File: src/rtl/sadd_rr_arbiter.sv
// sadd_rr_arbiter
//   Shares one signed adder among NUM_REQ requesters. Arbitration is
//   round-robin, and both sides use valid/ready handshakes. The sum is held
//   in a one-entry registered output buffer and tagged with the index of the
//   requester that won.
//
// Optional feature macro: SADD_RR_ARBITER_SAT_EN
//   Defined   : the sum saturates on signed overflow, and res_ovf is added.
//   Undefined : the sum wraps modulo 2^DATAWIDTH, and there is no res_ovf.
//
// Ports
//   Clk        rising-edge clock
//   Rst        synchronous reset, active-high
//   req_valid  per-requester request pending
//   req_ready  per-requester grant (one-hot or zero)
//   req_a      packed operand A, requester i at [i*DATAWIDTH +: DATAWIDTH]
//   req_b      packed operand B, same packing
//   res_valid  result buffer holds a valid sum
//   res_ready  consumer accepts the result
//   res_sum    signed sum
//   res_id     index of the requester that produced res_sum
//   res_ovf    (SAT_EN only) saturation occurred for res_sum
module sadd_rr_arbiter #(
  parameter int DATAWIDTH = 8,
  parameter int NUM_REQ   = 4,
  localparam int IDW      = (NUM_REQ > 1) ? $clog2(NUM_REQ) : 1
) (
  input  logic                           Clk,
  input  logic                           Rst,
  input  logic [NUM_REQ-1:0]             req_valid,
  output logic [NUM_REQ-1:0]             req_ready,
  input  logic [NUM_REQ*DATAWIDTH-1:0]   req_a,
  input  logic [NUM_REQ*DATAWIDTH-1:0]   req_b,
  output logic                           res_valid,
  input  logic                           res_ready,
  output logic [DATAWIDTH-1:0]           res_sum,
`ifdef SADD_RR_ARBITER_SAT_EN
  output logic                           res_ovf,
`endif
  output logic [IDW-1:0]                 res_id
);

  logic                 res_valid_q;
  logic [DATAWIDTH-1:0] res_sum_q, res_sum_d;
  logic [IDW-1:0]       res_id_q;
  logic [IDW-1:0]       ptr_q, ptr_d;
  logic                 can_accept;
  logic                 gnt_vld;
  logic [IDW-1:0]       gnt_idx;
  logic [DATAWIDTH-1:0] op_a, op_b, raw_sum;
  logic                 xfer;
  logic                 ovf;

  // A full buffer can be refilled only in a cycle where it is also drained.
  assign can_accept = !res_valid_q | res_ready;

  // The search starts at ptr and wraps around. The wrap uses an explicit
  // compare against NUM_REQ, so NUM_REQ does not need to be a power of two.
  always_comb begin
    gnt_vld = 1'b0;
    gnt_idx = '0;
    for (int k = 0; k < NUM_REQ; k++) begin
      int j;
      j = int'(ptr_q) + k;
      if (j >= NUM_REQ) j = j - NUM_REQ;
      if (!gnt_vld && req_valid[j]) begin
        gnt_vld = 1'b1;
        gnt_idx = IDW'(j);
      end
    end
  end

  always_comb begin
    req_ready = '0;
    if (gnt_vld && can_accept && !Rst) req_ready[gnt_idx] = 1'b1;
  end

  assign xfer = |(req_valid & req_ready);

  assign op_a    = req_a[gnt_idx*DATAWIDTH +: DATAWIDTH];
  assign op_b    = req_b[gnt_idx*DATAWIDTH +: DATAWIDTH];
  assign raw_sum = op_a + op_b;
  // Overflow: both operands have the same sign and the result sign differs.
  assign ovf     = (op_a[DATAWIDTH-1] == op_b[DATAWIDTH-1]) &&
                   (raw_sum[DATAWIDTH-1] != op_a[DATAWIDTH-1]);

  always_comb begin
    res_sum_d = raw_sum;
`ifdef SADD_RR_ARBITER_SAT_EN
    if (ovf) begin
      // A negative operand sign means negative overflow, so use the minimum.
      res_sum_d = op_a[DATAWIDTH-1] ? {1'b1, {(DATAWIDTH-1){1'b0}}}
                                    : {1'b0, {(DATAWIDTH-1){1'b1}}};
    end
`endif
  end

  assign ptr_d = (gnt_idx == IDW'(NUM_REQ-1)) ? '0 : gnt_idx + 1'b1;

`ifdef SADD_RR_ARBITER_SAT_EN
  logic res_ovf_q;
  always_ff @(posedge Clk) begin
    if (Rst)       res_ovf_q <= 1'b0;
    else if (xfer) res_ovf_q <= ovf;
  end
  assign res_ovf = res_ovf_q;
`else
  logic unused_ovf;
  assign unused_ovf = ovf;
`endif

  always_ff @(posedge Clk) begin
    if (Rst) begin
      res_valid_q <= 1'b0;
      res_sum_q   <= '0;
      res_id_q    <= '0;
      ptr_q       <= '0;
    end else if (xfer) begin
      res_valid_q <= 1'b1;
      res_sum_q   <= res_sum_d;
      res_id_q    <= gnt_idx;
      ptr_q       <= ptr_d;
    end else if (res_ready) begin
      // Drain without a refill. The sum and id keep their last values.
      res_valid_q <= 1'b0;
    end
  end

  assign res_valid = res_valid_q;
  assign res_sum   = res_sum_q;
  assign res_id    = res_id_q;

endmodule
File: config.mk
export PLATFORM = sky130hd
export DESIGN_NAME = sadd_rr_arbiter
export DESIGN_NICKNAME = d
export VERILOG_FILES = /design/src/rtl/sadd_rr_arbiter.sv
export SDC_FILE = /design/constraint.sdc
export NUM_CORES = 1
export LEC_CHECK = 0
export BUFFER_PORTS_ARGS = -buffer_cell sky130_fd_sc_hd__buf_2
export CAP_MARGIN = 20
export CORE_MARGIN = 2
export CORE_UTILIZATION = 43
export CTS_CLUSTER_DIAMETER = 120
export DETAILED_ROUTE_END_ITERATION = 8
export GPL_TIMING_DRIVEN = 0
export PLACE_DENSITY = 0.84
export SLEW_MARGIN = 10
export SYNTH_ARGS = -nofsm -noshare
export SYNTH_HDL_FRONTEND = slang
export SYNTH_SLANG_ARGS = --single-unit
File: constraint.sdc
create_clock -name Clk -period 4.4 [get_ports Clk]
set_input_delay 0.66 -clock Clk [delete_from_list [all_inputs] [get_ports Clk]]
set_output_delay 0.66 -clock Clk [all_outputs]
set_load 0.01 [all_outputs]
==> metrics.txt, run 1 <==
status=finished, final reports clean; CTS H-tree lvls=1; Arrival @ worst endpoint=3800 ps; worst endpoint required time=4550 ps; Slew headroom=54.3%; DP Worst Slack=434 ps; Synth area leaders=dfxtp_1 (18%), mux2_2 (11%), mux2i_1 (11%), a21oi_1 (9.9%), ha_1 (9.8%); DR vias=1621; Leak=0.955 nW; Hold WS=455 ps; Reg clk slew, reported paths=70 ps; Pins Over Slew Limit=0; initial antenna violation count=0; Post-CTS Hold Fix Bufs=0; area share of the largest cell type after synthesis=18.5%; number of vias per cell=5.15; Synth cell types=31; Post-synth EDFFs=0; CTS max path bufs=2; Skew-Pair Late Insertion Delay=270 ps; core area=0.00308 mm^2; M1 WL=1550 um; Post-DRT Antenna Nets=0; CTS tree=yes; top-count cell post-synth=a21oi_1; yosys warns=0; Inserted Diodes=0; DIE WIDTH=61.2 um; Pwr per Cell Area=315 mW/mm^2; die area=0.00375 mm^2; DR iter-0 viols=62; Fin Setup TNS=0 ps; fin crit share=83.0%; slew at the pin closest to its max-slew limit=680 ps; vias in the first global route=1500; Routed wire per std cell=11.9 um; Area Overhead vs Synth=36.0%; total power draw=0.604 mW; WL final=3760 um; Site Rows=20; Max FO, Critical Path=11; sequential fraction of the synthesis area=18.5%; Worst Setup End Kind=register; max-cap violation count=0; Post-synth top cells=a21oi_1 (28), nor2_1 (20), nand2_1 (18), mux2i_1 (15), mux2_2 (14); Root Driver=clkbuf_4; met2 routed WL=1890 um; detailed-routed wire length on met3=245 um; Final Hold Viols=0; first-pass GRT wire length=5910 um; Die H=61.2 um; CTS Buf Count=3; GRT Total Usage=20.7%; Syn Inst Count=182; initial core utilization=45.8%; final setup vio count=0; CP Launch Type=input pin; Max VDD drop=133 uV; Yosys reg bits=13; Placer Congestion=0.876; Top Layer Used=met4; Max Freq=274 MHz; DP HPWL=3160 um; Cell Area, Synth=0.00141 mm^2; WS Path Type=in -> reg; global route overflow=0; unrepaired setup endpoints after global routing=false; Synth area leader=dfxtp_1; Main synth FF type=dfxtp_1; setup slack after layout=750 ps; Setup Skew=0.805 ps; net total in the final layout=355; async set or reset register ratio after synthesis=0%; share of layout cells above drive strength 1=39.5%; DR pass1 iterations=4; post-CTS resize count=0; PortBufs=85; largest net degree at the start of global routing=12; syn nets=265; num ports=86; Period minus WS final=3650 ps; postcts setup bufs=0; syn avg cell area=7.74 um^2; Sink Count=13; worst hold path class=reg -> reg; Residual DRC=0
==> final timing paths <==
path                 from          to  slack, ps  cells after the start
max          req_valid[0]  res_sum[6]        750                     17
min             res_id[1]   res_id[1]        460                      2
max reg2reg      ptr_q[1]  res_sum[6]        880                     13
min reg2reg     res_id[1]   res_id[1]        460                      2
==> cells by family after synthesis <==
| kind of cell | count (synthesis) | synth area share [%] |
|---|---|---|
| fa+ha+maj | 12 | 11.2 |
| xor+xnor | 9 | 5.59 |
| buf+inv | 15 | 4.44 |
| compound gates | 45 | 18.8 |
| flops | 13 | 18.5 |
| mux | 29 | 21.8 |
| simple gates | 59 | 19.6 |
==> power by group <==
group | switching [mW] | internal [mW]
sequential | 0.0129 | 0.140
combinational | 0.200 | 0.178
clock | 0.0378 | 0.0352
==> cell type report <==
type / count / area, um^2
tap: 44 / 55.1
clock buffer: 4 / 26.3
multi-input combinational: 154 / 1090
buffer: 9 / 40.0
sequential: 13 / 260
inverter: 6 / 22.5
timing repair buffer: 85 / 425
fill: 295 / 1160
==> worst max-delay path, stage by stage <==
cell and delay (ps):
buf_2 130, nor2b_1 130, o21bai_1 240, nand2_2 120, inv_2 100, buf_4 200
buf_2 340, mux2i_1 230, a21oi_1 90, ha_1 250, fa_1 410, a21o_1 190
a21oi_1 210, o21bai_1 80, a21oi_1 170, xor2_1 150, o21ai_0 80
==> metal layers <==
metal / vias up / global-route usage, %
met3: 8 / 2.73
li1: 822 / -
met5: - / 0
met2: 63 / 39.2
met4: 0 / 7.14
met1: 728 / 23.6
==> per-stage QoR <==
stage / instances / util [%] / cell area, um^2
after detailed placement: 311 / 61.4 / 1890
after global routing: 315 / 62.2 / 1920
final: 315 / 62.2 / 1920
after floorplan: 182 / - / 1410
after CTS: 315 / 62.2 / 1920
after global placement: 311 / 61.4 / 1890
==> flip-flops by register name, indices dropped and copies added, names as in the netlist <==
name	flops
res_id	2
res_valid	1
ptr_q	2
res_sum	8
==> layout by cell type (no fill, tap or decap), types with 4 or more instances in the layout <==
master    count
xnor2_1       5
nand3b_1      4
dfxtp_1      13
ha_1         11
clkbuf_1      7
mux2_2       14
xor2_1        4
a21oi_1      28
and2_1        5
o21ai_0       4
nor2_1       20
mux2i_1      15
inv_1         5
nand2_1      18
buf_2        87
(Power assumes the default switching activity.)
==> run 2: changes to the inputs <==
ABC_AREA = 1   (was unset)
CORE_UTILIZATION = 41   (was 43)
PLACE_DENSITY = 0.81   (was 0.84)
clock period = 3.1 ns   (was 4.4 ns; I/O delays follow)
==> run 2 against run 1 <==
The run now ends with setup timing left. Register-to-register slack got worse by 950 ps. Non-clock buffer count rose by 28. Clock skew rose by 7.8 ps. Worst setup slack got worse by 820 ps. First-iteration DRC count rose by 100%. Largest cell class unchanged. Highest routed layer unchanged.
==> metrics.txt, run 2 <==
FILL cells=310 (was 295); commonest non-fill, non-tap cell in the layout=buf_2 (unchanged); number of vias per cell=5.50 (was 5.15); failing checks=setup timing; area share of the largest cell type after synthesis=16.0% (was 18.5%); share of layout cells above drive strength 1=52.5% (was 39.5%); net total in the final layout=457 (was 355); status=complete, but fails checks (was finished, final reports clean); yosys warns=0 (unchanged); fin crit share=102%; initial core utilization=43.3% (was 45.8%); Register-to-Register Path Depth=26 (was 13); Pins Over Slew Limit=0 (unchanged); DR pass1 iterations=5 (was 4); num ports=86 (unchanged); Yosys reg bits=13 (unchanged); Main synth FF type=dfxtp_1 (unchanged); core area=0.00374 mm^2 (was 0.00308 mm^2); Arrival @ worst endpoint=3330 ps (was 3800 ps); Reg2Reg Setup Slack=-70 ps (was 880 ps); unrepaired setup endpoints after global routing=true (was false); post-route cell area=0.00264 mm^2 (was 0.00192 mm^2); Placer Congestion=0.872 (was 0.876); top-count cell post-synth=nand2_1 (was a21oi_1); Area Overhead vs Synth=63.0% (was 36.0%); CTS tree=yes (unchanged); reg2reg end=res_sum[7] (was res_sum[6]); WL final=6300 um (was 3760 um); Post-synth top cells=nand2_1 (57), nor2_1 (31), o21ai_0 (30), inv_1 (20), a21oi_1 (18) (was a21oi_1 (28), nor2_1 (20), nand2_1 (18), mux2i_1 (15), mux2_2 (14)); most frequent cells in the layout=buf_2 (89), nand2_1 (38), nor2_1 (31) (was buf_2 (87), a21oi_1 (28), nor2_1 (20)); DR vias=2314 (was 1621); Post-DRT Antenna Nets=0 (unchanged); Max Freq=315 MHz; Worst Setup End Kind=register (unchanged); slew at the pin closest to its max-slew limit=458 ps (was 680 ps); Site Rows=22 (was 20); reg2reg start=ptr_q[0] (was ptr_q[1]); PortBufs=85 (unchanged); DP HPWL=3900 um (was 3160 um); Synth area leaders=dfxtp_1 (16%), nand2_1 (13%), o21ai_0 (9.3%), ha_1 (8.5%), nor2_1 (7.2%) (was dfxtp_1 (18%), mux2_2 (11%), mux2i_1 (11%), a21oi_1 (9.9%), ha_1 (9.8%)); final setup vio count=1 (was 0); CTS Buf Count=3 (unchanged); syn avg cell area=6.29 um^2 (was 7.74 um^2); largest net degree at the start of global routing=12 (unchanged); Routed wire per std cell=15.0 um (was 11.9 um); Slew headroom=69.5% (was 54.3%); sequential fraction of the synthesis area=16.0% (was 18.5%); Inserted Diodes=0 (unchanged); max reg flops=8 (unchanged); CTS H-tree lvls=1 (unchanged); Setup Skew=8.62 ps (was 0.805 ps); syn nets=341 (was 265); worst hold path class=in -> reg (was reg -> reg); Reg clk slew, reported paths=60 ps (was 70 ps); die area=0.00447 mm^2 (was 0.00375 mm^2); Post-synth EDFFs=0 (unchanged); crit path from=ptr_q[0] (was req_valid[0]); Root Driver=clkbuf_8 (was clkbuf_4); CP Launch Type=register (was input pin); Synth area leader=dfxtp_1 (unchanged); max-cap violation count=0 (unchanged); area taken by multi-input logic gates=0.00143 mm^2 (was 0.00109 mm^2); Synth cell types=26 (was 31); setup slack after layout=-74.1 ps (was 750 ps); Final Hold Viols=0 (unchanged); Cell Area, Synth=0.00162 mm^2 (was 0.00141 mm^2); Skew-Pair Late Insertion Delay=250 ps (was 270 ps); Register Area=268 um^2 (was 260 um^2); first-pass GRT wire length=8580 um (was 5910 um); Sink Count=13 (unchanged); Residual DRC=0 (unchanged); CTS max path bufs=2 (unchanged); Fin Setup TNS=-74.1 ps (was 0 ps); Syn Inst Count=258 (was 182); worst endpoint required time=3250 ps (was 4550 ps); DR iter-0 viols=124 (was 62); Die H=66.9 um (was 61.2 um); global route overflow=0 (unchanged); critical path endpoint=res_sum[7] (was res_sum[6]); Max FO, Critical Path=8 (was 11); initial antenna violation count=0 (unchanged); Period minus WS final=3170 ps; DP Area=0.00211 mm^2 (was 0.00189 mm^2); DIE WIDTH=66.9 um (was 61.2 um); async set or reset register ratio after synthesis=0% (unchanged); WS Path Type=reg -> reg (was in -> reg); GRT Total Usage=24.6% (was 20.7%); vias in the first global route=2091 (was 1500)
[run 2: cell types whose count changed after synthesis, moves of 6 or more]
cell,before,now
o22ai_1,0,11
a21oi_1,28,18
mux2i_1,15,0
nand2_1,18,57
nor2_1,20,31
o21ai_0,4,30
mux2_2,14,0
nand4_1,0,6
inv_1,5,20
nand2_2,1,7
clkbuf_1,6,0
nand3_1,1,11
[run 2: per-stage QoR]
step	std cells	setup WS (ps)	util, %	hold WS, ps
floorplan	258	193	-	493
global placement	391	-317	56.3	465
CTS	404	2.97	61.1	430
global route	421	-243	70.6	426
finish	421	-74.1	70.6	429
detailed placement	391	-371	56.3	476
[run 2: timing repair]
action | 4_1_cts | 5_1_grt
hold buffers | 0 | 0
resized for setup | 19 | 72
pin swaps | 6 | 39
cloned | 0 | 2
setup endpoints to repair | 2 | 4
setup buffers | 9 | 15
[run 2: kinds of logic after synthesis]
family | count (synthesis) | synth area share, %
buffers and inverters | 34 | 10.2
XOR/XNOR | 9 | 4.86
AND/OR/NAND/NOR | 122 | 36.5
flip-flops | 13 | 16.0
adder cells (fa/ha/maj) | 12 | 9.72
AO/OA/AOI/OAI | 68 | 22.7
[run 2: worst min-delay path by stage]
stage / endpoint / depth (start not counted) / start / slack, ps
floorplan: res_valid / 2 / res_valid / 490
CTS: ptr_q[0] / 2 / Rst / 430
finish: ptr_q[0] / 2 / Rst / 430
global route: ptr_q[0] / 2 / Rst / 430
detailed placement: res_sum[1] / 2 / res_sum[1] / 480
global placement: res_valid / 2 / res_valid / 460
[run 2: area by class of cell]
| class | count | share of cell area, % |
|---|---|---|
| clock buffer | 4 | 1.70 |
| multi-input combinational | 211 | 54.3 |
| inverter | 23 | 3.65 |
| sequential | 13 | 10.1 |
| tap | 48 | 2.27 |
| buffer | 11 | 4.31 |
| timing repair buffer | 111 | 23.7 |
[run 2: worst max-delay path: stages (launching register included)]
cell,delay [ps]
dfxtp_4,370
buf_6,140
nand2_2,80
nand3_2,110
nand2_4,80
nor2_4,180
nand3_4,100
nand3_4,100
inv_4,50
buf_6,130
buf_12,140
o21ai_4,140
o22ai_2,90
ha_4,310
nand3_2,80
nand2_2,80
a21oi_2,60
o21bai_1,220
nand2_1,130
nand2_1,80
nand2_1,60
nand2_2,90
inv_2,40
nand2_2,50
nand3_2,70
nand2_2,70
inv_1,30
[run 2: metal layers]
layer  part of all wire (%)  GRT usage [%]
met4                    4.3           8.16
met2                     49           44.8
met5                      0              0
met1                     40           28.3
met3                    6.5           5.24
Power of run 2 is not shown: default switching activity piles up to over one toggle a cycle in this logic, so the estimate is an artifact.
